**src/rtl/invader_pkg.sv**
```systemverilog
// rtl/invader_pkg.sv - march state enum, screen limits and default formation geometry.
package invader_pkg;

   typedef enum logic [2:0] {
      IDLE,
      MARCH,
      DESCEND,
      LANDED,
      CLEARED
   } march_state_e;

   localparam int SCREEN_R = 640;
   localparam int FLOOR_Y  = 420;

   localparam int DEF_COLS        = 8;
   localparam int DEF_COL_PITCH   = 60;
   localparam int DEF_SPRITE_W    = 50;
   localparam int DEF_START_X     = 80;
   localparam int DEF_START_Y     = 40;
   localparam int DEF_X_STEP      = 4;
   localparam int DEF_Y_STEP      = 16;
   localparam int DEF_ROW_SPAN    = 200;
   localparam int DEF_BASE_PERIOD = 30;
   localparam int DEF_MIN_PERIOD  = 2;

   localparam int TIMER_W = 8;

   function automatic int col_idx_w(input int cols);
      return (cols > 1) ? $clog2(cols) : 1;
   endfunction

endpackage

```
**src/rtl/invader_edge_finder.sv**
```systemverilog
// rtl/invader_edge_finder.sv - lowest/highest alive column priority encoder.
module invader_edge_finder
   import invader_pkg::*;
#(
   parameter int COLS = DEF_COLS
) (
   input  logic [COLS-1:0]            col_alive_i,
   output logic [col_idx_w(COLS)-1:0] lc_o,
   output logic [col_idx_w(COLS)-1:0] rc_o,
   output logic                       any_alive_o
);

   localparam int CW = col_idx_w(COLS);

   // Scan order makes the last hit win: downward for the lowest, upward for the highest.
   always_comb begin
      lc_o = '0;
      rc_o = '0;
      for (int i = COLS - 1; i >= 0; i--) begin
         if (col_alive_i[i]) lc_o = CW'(i);
      end
      for (int i = 0; i < COLS; i++) begin
         if (col_alive_i[i]) rc_o = CW'(i);
      end
   end

   assign any_alive_o = |col_alive_i;

endmodule

```
**src/rtl/invader_march_ctrl.sv**
```systemverilog
// rtl/invader_march_ctrl.sv - formation march/descend controller, one step per period of frames.
// Define MARCH_SPEEDUP_EN to derive the step period from enemies_left.
module invader_march_ctrl #(
   parameter int COLS        = invader_pkg::DEF_COLS,
   parameter int COL_PITCH   = invader_pkg::DEF_COL_PITCH,
   parameter int SPRITE_W    = invader_pkg::DEF_SPRITE_W,
   parameter int START_X     = invader_pkg::DEF_START_X,
   parameter int START_Y     = invader_pkg::DEF_START_Y,
   parameter int X_STEP      = invader_pkg::DEF_X_STEP,
   parameter int Y_STEP      = invader_pkg::DEF_Y_STEP,
   parameter int SCREEN_R    = invader_pkg::SCREEN_R,
   parameter int ROW_SPAN    = invader_pkg::DEF_ROW_SPAN,
   parameter int FLOOR_Y     = invader_pkg::FLOOR_Y,
   parameter int BASE_PERIOD = invader_pkg::DEF_BASE_PERIOD,
   parameter int MIN_PERIOD  = invader_pkg::DEF_MIN_PERIOD
) (
   input  logic            frame_clk,
   input  logic            Reset,
   input  logic            start,
   input  logic            pause,
   input  logic [COLS-1:0] col_alive,
   input  logic [5:0]      enemies_left,
   output logic [9:0]      form_x,
   output logic [9:0]      form_y,
   output logic            enemy_direction_X,
   output logic            enemy_direction_Y,
   output logic            step_pulse,
   output logic            landed,
   output logic            cleared
);

   import invader_pkg::*;

   localparam int CW = col_idx_w(COLS);

   march_state_e        state_q, state_d;
   logic [TIMER_W-1:0]  timer_q, timer_d;
   logic [TIMER_W-1:0]  period_q, period_d;
   logic [TIMER_W-1:0]  period_cur, period_eff;
   logic [9:0]          form_x_q, form_x_d;
   logic [9:0]          form_y_q, form_y_d;
   logic                dir_x_q, dir_x_d;
   logic                pulse_q, pulse_d;

   logic [CW-1:0]       lc, rc;
   logic                any_alive;
   logic [10:0]         left_edge, right_edge;
   logic                step_due, can_move;

   invader_edge_finder #(
      .COLS (COLS)
   ) u_edge_finder (
      .col_alive_i (col_alive),
      .lc_o        (lc),
      .rc_o        (rc),
      .any_alive_o (any_alive)
   );

`ifdef MARCH_SPEEDUP_EN
   logic unused_cfg;
   assign unused_cfg = ^TIMER_W'(BASE_PERIOD);
   assign period_cur = (TIMER_W'(enemies_left) > TIMER_W'(MIN_PERIOD)) ?
                       TIMER_W'(enemies_left) : TIMER_W'(MIN_PERIOD);
`else
   logic unused_cfg;
   assign unused_cfg = ^{enemies_left, TIMER_W'(MIN_PERIOD)};
   assign period_cur = TIMER_W'(BASE_PERIOD);
`endif

   // A count in progress keeps the period latched at its timer==0 cycle.
   assign period_eff = (timer_q == '0) ? period_cur : period_q;
   assign step_due   = (timer_q == period_eff - TIMER_W'(1));

   assign left_edge  = 11'(form_x_q) + 11'(lc) * 11'(COL_PITCH);
   assign right_edge = 11'(form_x_q) + 11'(rc) * 11'(COL_PITCH) + 11'(SPRITE_W);
   assign can_move   = dir_x_q ? (right_edge + 11'(X_STEP) <= 11'(SCREEN_R))
                               : (left_edge >= 11'(X_STEP));

   always_ff @(posedge frame_clk) begin
      if (Reset) begin
         state_q  <= IDLE;
         timer_q  <= '0;
         period_q <= '0;
         form_x_q <= 10'(START_X);
         form_y_q <= 10'(START_Y);
         dir_x_q  <= 1'b1;
         pulse_q  <= 1'b0;
      end else begin
         state_q  <= state_d;
         timer_q  <= timer_d;
         period_q <= period_d;
         form_x_q <= form_x_d;
         form_y_q <= form_y_d;
         dir_x_q  <= dir_x_d;
         pulse_q  <= pulse_d;
      end
   end

   always_comb begin
      state_d  = state_q;
      timer_d  = timer_q;
      period_d = period_q;
      form_x_d = form_x_q;
      form_y_d = form_y_q;
      dir_x_d  = dir_x_q;
      pulse_d  = 1'b0;
      unique case (state_q)
         IDLE: begin
            if (start) begin
               state_d = MARCH;
               timer_d = '0;
            end
         end
         MARCH: begin
            if (!any_alive) begin
               state_d = CLEARED;
            end else if (!pause) begin
               if (timer_q == '0) period_d = period_cur;
               if (step_due) begin
                  timer_d = '0;
                  pulse_d = 1'b1;
                  if (can_move) begin
                     form_x_d = dir_x_q ? form_x_q + 10'(X_STEP) : form_x_q - 10'(X_STEP);
                  end else begin
                     // The descent is applied on entry so DESCEND shows the new row and heading.
                     state_d  = DESCEND;
                     form_y_d = form_y_q + 10'(Y_STEP);
                     dir_x_d  = ~dir_x_q;
                  end
               end else begin
                  timer_d = timer_q + TIMER_W'(1);
               end
            end
         end
         DESCEND: begin
            timer_d = '0;
            if (!any_alive) begin
               state_d = CLEARED;
            end else if (11'(form_y_q) + 11'(ROW_SPAN) >= 11'(FLOOR_Y)) begin
               state_d = LANDED;
            end else begin
               state_d = MARCH;
            end
         end
         default: ;
      endcase
   end

   assign form_x            = form_x_q;
   assign form_y            = form_y_q;
   assign enemy_direction_X = dir_x_q;
   assign enemy_direction_Y = (state_q == DESCEND);
   assign step_pulse        = pulse_q;
   assign landed            = (state_q == LANDED);
   assign cleared           = (state_q == CLEARED);

endmodule

```
**config.mk**
```make
export PLATFORM = sky130hd
export DESIGN_NAME = invader_march_ctrl
export DESIGN_NICKNAME = d
export VERILOG_FILES = /design/src/rtl/invader_pkg.sv /design/src/rtl/invader_edge_finder.sv /design/src/rtl/invader_march_ctrl.sv
export SDC_FILE = /design/constraint.sdc
export NUM_CORES = 1
export LEC_CHECK = 0
export CORE_MARGIN = 2
export CORE_UTILIZATION = 35
export CTS_BUF_LIST = sky130_fd_sc_hd__clkbuf_4
export CTS_CLUSTER_DIAMETER = 120
export DETAILED_ROUTE_END_ITERATION = 7
export GPL_TIMING_DRIVEN = 0
export PLACE_DENSITY = 0.61
export SKIP_LAST_GASP = 1
export SLEW_MARGIN = 40
export SYNTH_ARGS = -nofsm -noshare
export SYNTH_HDL_FRONTEND = slang
export SYNTH_SLANG_ARGS = --single-unit
```
**constraint.sdc**
```tcl
create_clock -name frame_clk -period 7.45 [get_ports frame_clk]
set_input_delay 1.49 -clock frame_clk [delete_from_list [all_inputs] [get_ports frame_clk]]
set_output_delay 1.49 -clock frame_clk [all_outputs]
set_load 0.01 [all_outputs]
```
==> results of run 1 <==
kinds of logic (layout without fill, tap and decap cells):
group / Yosys count / in the layout
simple gates: 138 / 138
compound gates: 99 / 99
mux: 15 / 15
flops: 35 / 35
other cells: 2 / 6
fa+ha+maj: 47 / 47
xor+xnor: 22 / 22
buf+inv: 47 / 85
cells in the mapped netlist (6+ instances only):
cell type  count  area (um2)
nor2_1        53         199
ha_1          41         513
dfxtp_1       35         701
inv_1         32         120
a21oi_1       24         120
xnor2_1       15         131
nand2_1       13        48.8
o21ai_0       13        65.1
nor3_1        10        50.1
nor2b_1        9        56.3
a21o_1         8        60.1
and2_1         8        50.1
mux2i_1        8        80.1
nand3_1        8        40.0
o31ai_1        8        60.1
a211oi_1       7        52.6
clkbuf_1       7        26.3
xor2_1         7        61.3
and3_1         6        37.5
buf_4          6        45.0
fa_1           6         120
nand2b_1       6        37.5
registers in the layout (all words and copies together) (netlist names):
name / flops
enemy_direction_X: 1
state_q: 3
timer_q: 8
period_q: 8
form_x: 8
form_y: 6
step_pulse: 1
worst max-delay path by stage:
stage	startpoint	endpoint	slack, ns	depth (start not counted)
floorplan	col_alive[5]	form_y[6]	1.23	19
global placement	col_alive[7]	form_y[4]	0.29	20
detailed placement	col_alive[7]	form_y[7]	0.26	20
CTS	col_alive[7]	form_y[7]	0.63	20
global route	col_alive[7]	form_y[7]	0.33	20
finish	col_alive[7]	form_y[4]	0.62	20
stage by stage:
step	utilization (%)	worst slack, ns	hold slack [ns]	cell area [um2]
after floorplan	-	1.23	0.439	3370
after global placement	41.3	0.292	0.460	3830
after detailed placement	41.3	0.260	0.466	3830
after CTS	41.8	0.634	0.495	3880
after global routing	41.8	0.334	0.518	3880
final	41.8	0.623	0.499	3880
metal layers:
| metal | vias to the layer above | share of wire [%] | wire length, um | GRT usage, % |
|---|---|---|---|---|
| met5 | - | 0 | 0 | 0 |
| met4 | 0 | 1.3 | 98 | 3.49 |
| met3 | 9 | 2.2 | 169 | 2.67 |
| met2 | 35 | 48 | 3730 | 25.9 |
| met1 | 1427 | 49 | 3780 | 20.7 |
| li1 | 1539 | - | - | - |
power by group:
part	leakage [nW]	switching [mW]	internal (mW)
Sequential	0.283	0.00420	0.190
Clock	0.0307	0.0677	0.0386
Combinational	1.37	0.119	0.0769
worst max-delay path: cells and delay by family:
| kind | cells | cell delay (ns) |
|---|---|---|
| adders and majority gates | 5 | 1.44 |
| AOI/OAI and AO/OA | 6 | 1.38 |
| and+or+nand+nor | 3 | 1.21 |
| buffers and inverters | 3 | 0.85 |
| muxes | 2 | 0.57 |
| xor gates and xnor gates | 1 | 0.14 |
final cells by class:
cell class | instances | area (um2) | area share, %
flip-flops and latches | 35 | 701 | 18.0
clock buffers | 6 | 45.0 | 1.16
multi-input cells | 327 | 2470 | 63.6
repair buffers | 30 | 300 | 7.73
well taps | 129 | 161 | 4.16
clock inverters | 2 | 7.51 | 0.193
plain buffers | 15 | 80.1 | 2.06
inverters | 32 | 120 | 3.09
==> results.md, run 1 <==
- Status: complete, no violations
- TritonCTS clock tree: yes
- Antenna-violating nets left: 0
- CTS buffer count: 5
- TNS Setup: 0 ns
- Die width: 102 um
- Worst EP arrival: 7.09 ns
- Peak Freq: 146 MHz
- Max-slew violation count: 0
- Asr flop ratio synth: 0%
- Final net count: 511
- Die boundary height: about 100 um
- Final Instance Count excl. Fillers: 576
- Share of cells above drive strength 1: 6.04%
- Initial core utilization: 36.1%
- Min-delay worst type: register to register
- Root Buffer: clkbuf_4
- # DRC: 0
- Main combinational cell family by area after synthesis: compound AO/OA/AOI/OAI gates
- Initial antenna violation count: 0
- Largest stage delay, worst path: 0.64 ns
- Netlist cell types: 61
- RSZ-0062 raised after global routing: false
- Post-layout min period: 6.83 ns
- Setup bufs post-CTS: 0
- Most frequent cells in the layout: nor2_1 (53), ha_1 (41), dfxtp_1 (35)
- GRT Util Overall: 15.4%
- Worst VDD drop: 50.8 uV
- Syn avg cell area: 8.28 um2
- Slowest cell on crit path: or4_1
- Worst Hold Path EP: period_q[7]
- MaxCap Viol Count: 0
- Pwr per Cell Area: 128 nW/um2
- Yosys warns: 0
- Reg clk slew, reported paths: 0.12 ns
- PostCTS Resize Cnt: 0
- Post-synth EDFFs: 0
- Routed wire length: 7780 um
- Ant. Diodes: 0
- Vias: 3010
- CP Data Required Time: between 7 and 8 ns
- Main flop type after synthesis: dfxtp_1
- Final setup viols: 0
- Clk Latency, worst-skew pair: 0.36 ns
- Final HPWL DP: ~6100 um
- Rel. slew slack: 43.0%
- Tot Pwr: 0.497 mW
- Period utilization: 91.6%
- First-pass GRT wire length: 12900 um
- Reg2reg path depth: 11
- Cts hold-fix bufs: 0
- Top-level port count: 43
- Xor/xnor share of the synthesized area: 5.75%
- P&R area growth vs syn: 15.8%
- Cell Chain, Critical Path: clkdlybuf4s50_1, or4_1, ha_1, inv_1, ha_1, or3_1, ha_1, a21o_1, a21oi_1, xnor2_1, ha_1, ha_1, and2_1, a31oi_1, mux2i_1, o21ai_0, a211o_1, clkbuf_1, a21oi_2, mux2_2
- Reg2reg end: form_y[9]
- GP Congestion: ~0.84
- Die area: a little over 10000 um2
- Synthesis-stage register bit count: 35
- Final hold vios: 0
- Simple-gate share of the synthesized area: 21.4%
- Largest net degree at the start of global routing: 11
- Avg Vias per Cell: 5.23
- Worst path most repeated cell: ha_1
- CORE AREA: 9280 um2
- Number of global-route vias before repair: 2771
- Max Buffers Root-to-Sink: 2
- Setup crit end kind: register
- Worst setup path class: input port to register
- Clock sink count: 35
- Std-Cell Rows: 35
- Seq/Total Area, Yosys: 20.9%
- 1st-pass router iterations: 4
- Fillers: about 980
- Mapped Cells: roughly 410
- Synth Area in Adders: 18.9%
- Hold path cells: 1
- FF-to-FF Start: timer_q[3]
- Mapped Area: 3350 um2
- IO buf count: 30
- Post-synthesis compound-gate area fraction: 22.1%
- Reg2Reg Setup Slack: 3.53 ns
- Total grt overflow: 0
- Clock H-tree levels: 2
- Worst-margin pin slew: ~0.85 ns
- Placed Cells incl. Taps: roughly 570
- DRT iter0 DRCs: 145
- Commonest non-fill, non-tap cell in the layout: nor2_1
- Mux cell area share after synthesis: 4.74%
- Leakage Power: 1.68 nW
- Worst-path fanout max: 10
- Worst clock skew: 0.0138 ns
- Hold path start: period_q[7]
- Worst Setup Start Kind: input port
- Routed wire per std cell: 13.5 um
Power figures use the tool's default switching activity.
==> run 2, diff against run 1 <==
--- a/config.mk
+++ b/config.mk
@@ -10,10 +10,10 @@
 export CTS_BUF_LIST = sky130_fd_sc_hd__clkbuf_4
 export CTS_CLUSTER_DIAMETER = 120
 export DETAILED_ROUTE_END_ITERATION = 7
+export GPL_ROUTABILITY_DRIVEN = 0
 export GPL_TIMING_DRIVEN = 0
 export PLACE_DENSITY = 0.61
 export SKIP_LAST_GASP = 1
-export SLEW_MARGIN = 40
 export SYNTH_ARGS = -nofsm -noshare
 export SYNTH_HDL_FRONTEND = slang
 export SYNTH_SLANG_ARGS = --single-unit
==> constraint.sdc (replaced) <==
create_clock -name frame_clk -period 7.8 [get_ports frame_clk]
set_input_delay 1.56 -clock frame_clk [delete_from_list [all_inputs] [get_ports frame_clk]]
set_output_delay 1.56 -clock frame_clk [all_outputs]
set_load 0.01 [all_outputs]
==> results of run 2 <==
The final DEF is identical to that of run 1. Status: complete, no violations.
Among the figures that moved: setup slack after placement 0.260 ns -> 0.540 ns; setup slack after layout 0.623 ns -> 0.903 ns; register-to-register setup slack 3.53 ns -> 3.88 ns; total power 0.497 mW -> 0.474 mW; worst IR drop on VDD 50.8 uV -> 48.5 uV
==> run 3, diff against run 2 <==
--- a/config.mk
+++ b/config.mk
@@ -6,13 +6,13 @@
 export NUM_CORES = 1
 export LEC_CHECK = 0
 export CORE_MARGIN = 2
-export CORE_UTILIZATION = 35
+export CORE_UTILIZATION = 53
 export CTS_BUF_LIST = sky130_fd_sc_hd__clkbuf_4
 export CTS_CLUSTER_DIAMETER = 120
 export DETAILED_ROUTE_END_ITERATION = 7
 export GPL_ROUTABILITY_DRIVEN = 0
 export GPL_TIMING_DRIVEN = 0
-export PLACE_DENSITY = 0.61
+export PLACE_DENSITY = 0.83
 export SKIP_LAST_GASP = 1
 export SYNTH_ARGS = -nofsm -noshare
 export SYNTH_HDL_FRONTEND = slang
==> constraint.sdc (replaced) <==
create_clock -name frame_clk -period 8.35 [get_ports frame_clk]
set_input_delay 1.67 -clock frame_clk [delete_from_list [all_inputs] [get_ports frame_clk]]
set_output_delay 1.67 -clock frame_clk [all_outputs]
set_load 0.01 [all_outputs]
==> results.md, run 3 (synthesized netlist as in run 1, its figures left out) <==
- Worst Hold Path EP: period_q[7]
- Post-layout min period: 7.05 ns
- IO buf count: 30 (unchanged)
- Worst Setup Start Kind: input port
- Pwr per Cell Area: 118 nW/um2
- CORE AREA: 6030 um2 (-35%)
- Final hold vios: 0 (unchanged)
- Avg Vias per Cell: 5.83 (+12%)
- Hold path cells: 1 (unchanged)
- # DRC: 0 (unchanged)
- Cell Chain, Critical Path: clkdlybuf4s50_1, or4_1, ha_1, inv_1, ha_1, or3_1, ha_1, a21o_1, a21oi_1, xnor2_1, ha_1, ha_1, and2_1, a31oi_1, mux2i_1, o21ai_0, a211o_1, clkbuf_1, a211oi_1, mux2_1
- Switching share of total power: 38.1%
- Reg2reg end: form_y[9]
- MaxCap Viol Count: 0 (unchanged)
- Setup crit end kind: register
- Pre-CTS setup slack: 0.983 ns
- Leakage Power: 1.69 nW (+0.32%)
- CTS buffer count: 5 (unchanged)
- Final net count: 511 (unchanged)
- Reg2reg path depth: 11 (unchanged)
- Min-delay worst type: register to register
- Setup bufs post-CTS: 0 (unchanged)
- Die boundary height: 83.5 um (-18%)
- Clk Latency, worst-skew pair: 0.35 ns (about the same)
- Commonest non-fill, non-tap cell in the layout: nor2_1
- Final setup viols: 0 (unchanged)
- Worst-path fanout max: 10 (unchanged)
- Logic pwr share: 39.4% (about the same)
- Peak Freq: between 100 and 150 MHz
- Period utilization: 84.4%
- Initial core utilization: 55.6% (+20 points)
- GRT Util Overall: 22.4% (+7.0 points)
- First-pass GRT wire length: 13000 um (+0.80%)
- Routed wire length: 7690 um (-1.2%)
- Initial antenna violation count: 0 (unchanged)
- Clock sink count: 35 (unchanged)
- DRT iter0 DRCs: 193 (+33%)
- Slowest cell on crit path: or4_1
- FF-to-FF Start: timer_q[3]
- Post-placement cell area: 3760 um2 (-1.8%)
- Setup ws final: 1.30 ns
- Share of cells above drive strength 1: 6.49% (+0.45 points)
- Antenna-violating nets left: 0 (unchanged)
- TritonCTS clock tree: yes
- Worst path most repeated cell: ha_1
- Most frequent cells in the layout: nor2_1 (53), ha_1 (41), dfxtp_1 (35)
- Worst-margin pin slew: 0.847 ns (+0.000710 ns)
- Final instance area: 3820 um2 (-1.6%)
- Largest net degree at the start of global routing: 11 (unchanged)
- RSZ-0062 raised after global routing: false
- TNS Setup: 0 ns (unchanged)
- Total grt overflow: 0 (unchanged)
- Ant. Diodes: 0 (unchanged)
- CP Data Required Time: 8.60 ns
- Reg2Reg Setup Slack: between 4 and 5 ns
- Vias: 3043 (+1.1%)
- P_int: around 0.28 mW
- Worst EP arrival: 7.30 ns
- Die width: 83.5 um (-18%)
- Worst VDD drop: 122 uV
- Cts hold-fix bufs: 0 (unchanged)
- Net Sw Power: 0.171 mW
- Final HPWL DP: 5930 um (-3.4%)
- Root Buffer: clkbuf_4
- 1st-pass router iterations: 5 (+1)
- Top-level port count: 43 (unchanged)
- Worst clock skew: 0.00713 ns (-0.00670 ns)
- Die area: 6980 um2 (-33%)
- Std-Cell Rows: 28 (-20%)
- Reg clk slew, reported paths: 0.11 ns (about the same)
- Worst setup path class: input port to register
- Part of the power in registers: 38.6% (-0.5 points)
- Rel. slew slack: 42.9% (-0.048 points)
- P&R area growth vs syn: 13.9%
- Hold path start: period_q[7]
- Number of global-route vias before repair: 2814 (+1.6%)
- Max-slew violation count: 0 (unchanged)
- PostCTS Resize Cnt: 0 (unchanged)
- WHS: 0.502 ns (+0.00290 ns)
- Routed wire per std cell: 14.7 um (+9.0%)
- Status: complete, no violations
- Max Buffers Root-to-Sink: 2 (unchanged)
- Clock H-tree levels: 2 (unchanged)
- Largest stage delay, worst path: 0.67 ns (+0.03 ns)
- Clock network fraction of design power: 22.0% (+0.6 points)
==> run 3: changes by cell type in the layout (fill, tap and decap cells not counted) <==
cell / delta
clkbuf_4: +1
clkinv_2: +1
clkinv_1: -2
==> run 3: cell type report <==
cell class              count  area, um2
clock buffers               7       52.6
fillers                   523       2210
flip-flops and latches     35        701
inverters                  32        120
well taps                  75       93.8
multi-input cells         327       2470
clock inverters             1       5.00
plain buffers              15       80.1
repair buffers             30        300
==> run 3: power by group through the flow <==
stage               combinational [mW]  sequential [mW]  clock, mW
finish                           0.177            0.173     0.0990
global route                     0.199            0.174      0.109
CTS                              0.175            0.173      0.102
detailed placement               0.173            0.177          0
global placement                 0.168            0.177          0
floorplan                        0.135            0.176          0
==> run 3: per-layer routing <==
layer	global-route usage [%]	vias up	part of all wire, %
li1	-	1541	-
met2	37.3	61	48
met1	29.4	1430	46
met3	4.75	11	4.1
met5	0	-	0
met4	6.30	0	1.9
==> run 3: worst max-delay path by stage <==
stage                     depth (start not counted)        end         start
after floorplan                                  19  form_y[6]  col_alive[5]
after global placement                           20  form_y[4]  col_alive[7]
after detailed placement                         20  form_y[7]  col_alive[5]
after CTS                                        20  form_y[4]  col_alive[5]
after global routing                             20  form_y[7]  col_alive[7]
final                                            20  form_y[7]  col_alive[5]
==> run 3: through the flow <==
stage	util [%]	power, mW	cells
after global routing	63.4	0.482	522
final	63.4	0.450	522
after floorplan	-	0.311	409
after CTS	63.4	0.450	522
after detailed placement	62.4	0.351	514
after global placement	62.4	0.345	514
==> run 3: critical path: cells and delay by family <==
kind,cells,cell delay (ns)
buffers and inverters,3,0.82
multiplexers,2,0.56
adder cells (fa/ha/maj),5,1.44
XOR/XNOR,1,0.15
AND/OR/NAND/NOR,3,1.24
AO/OA/AOI/OAI,6,1.40
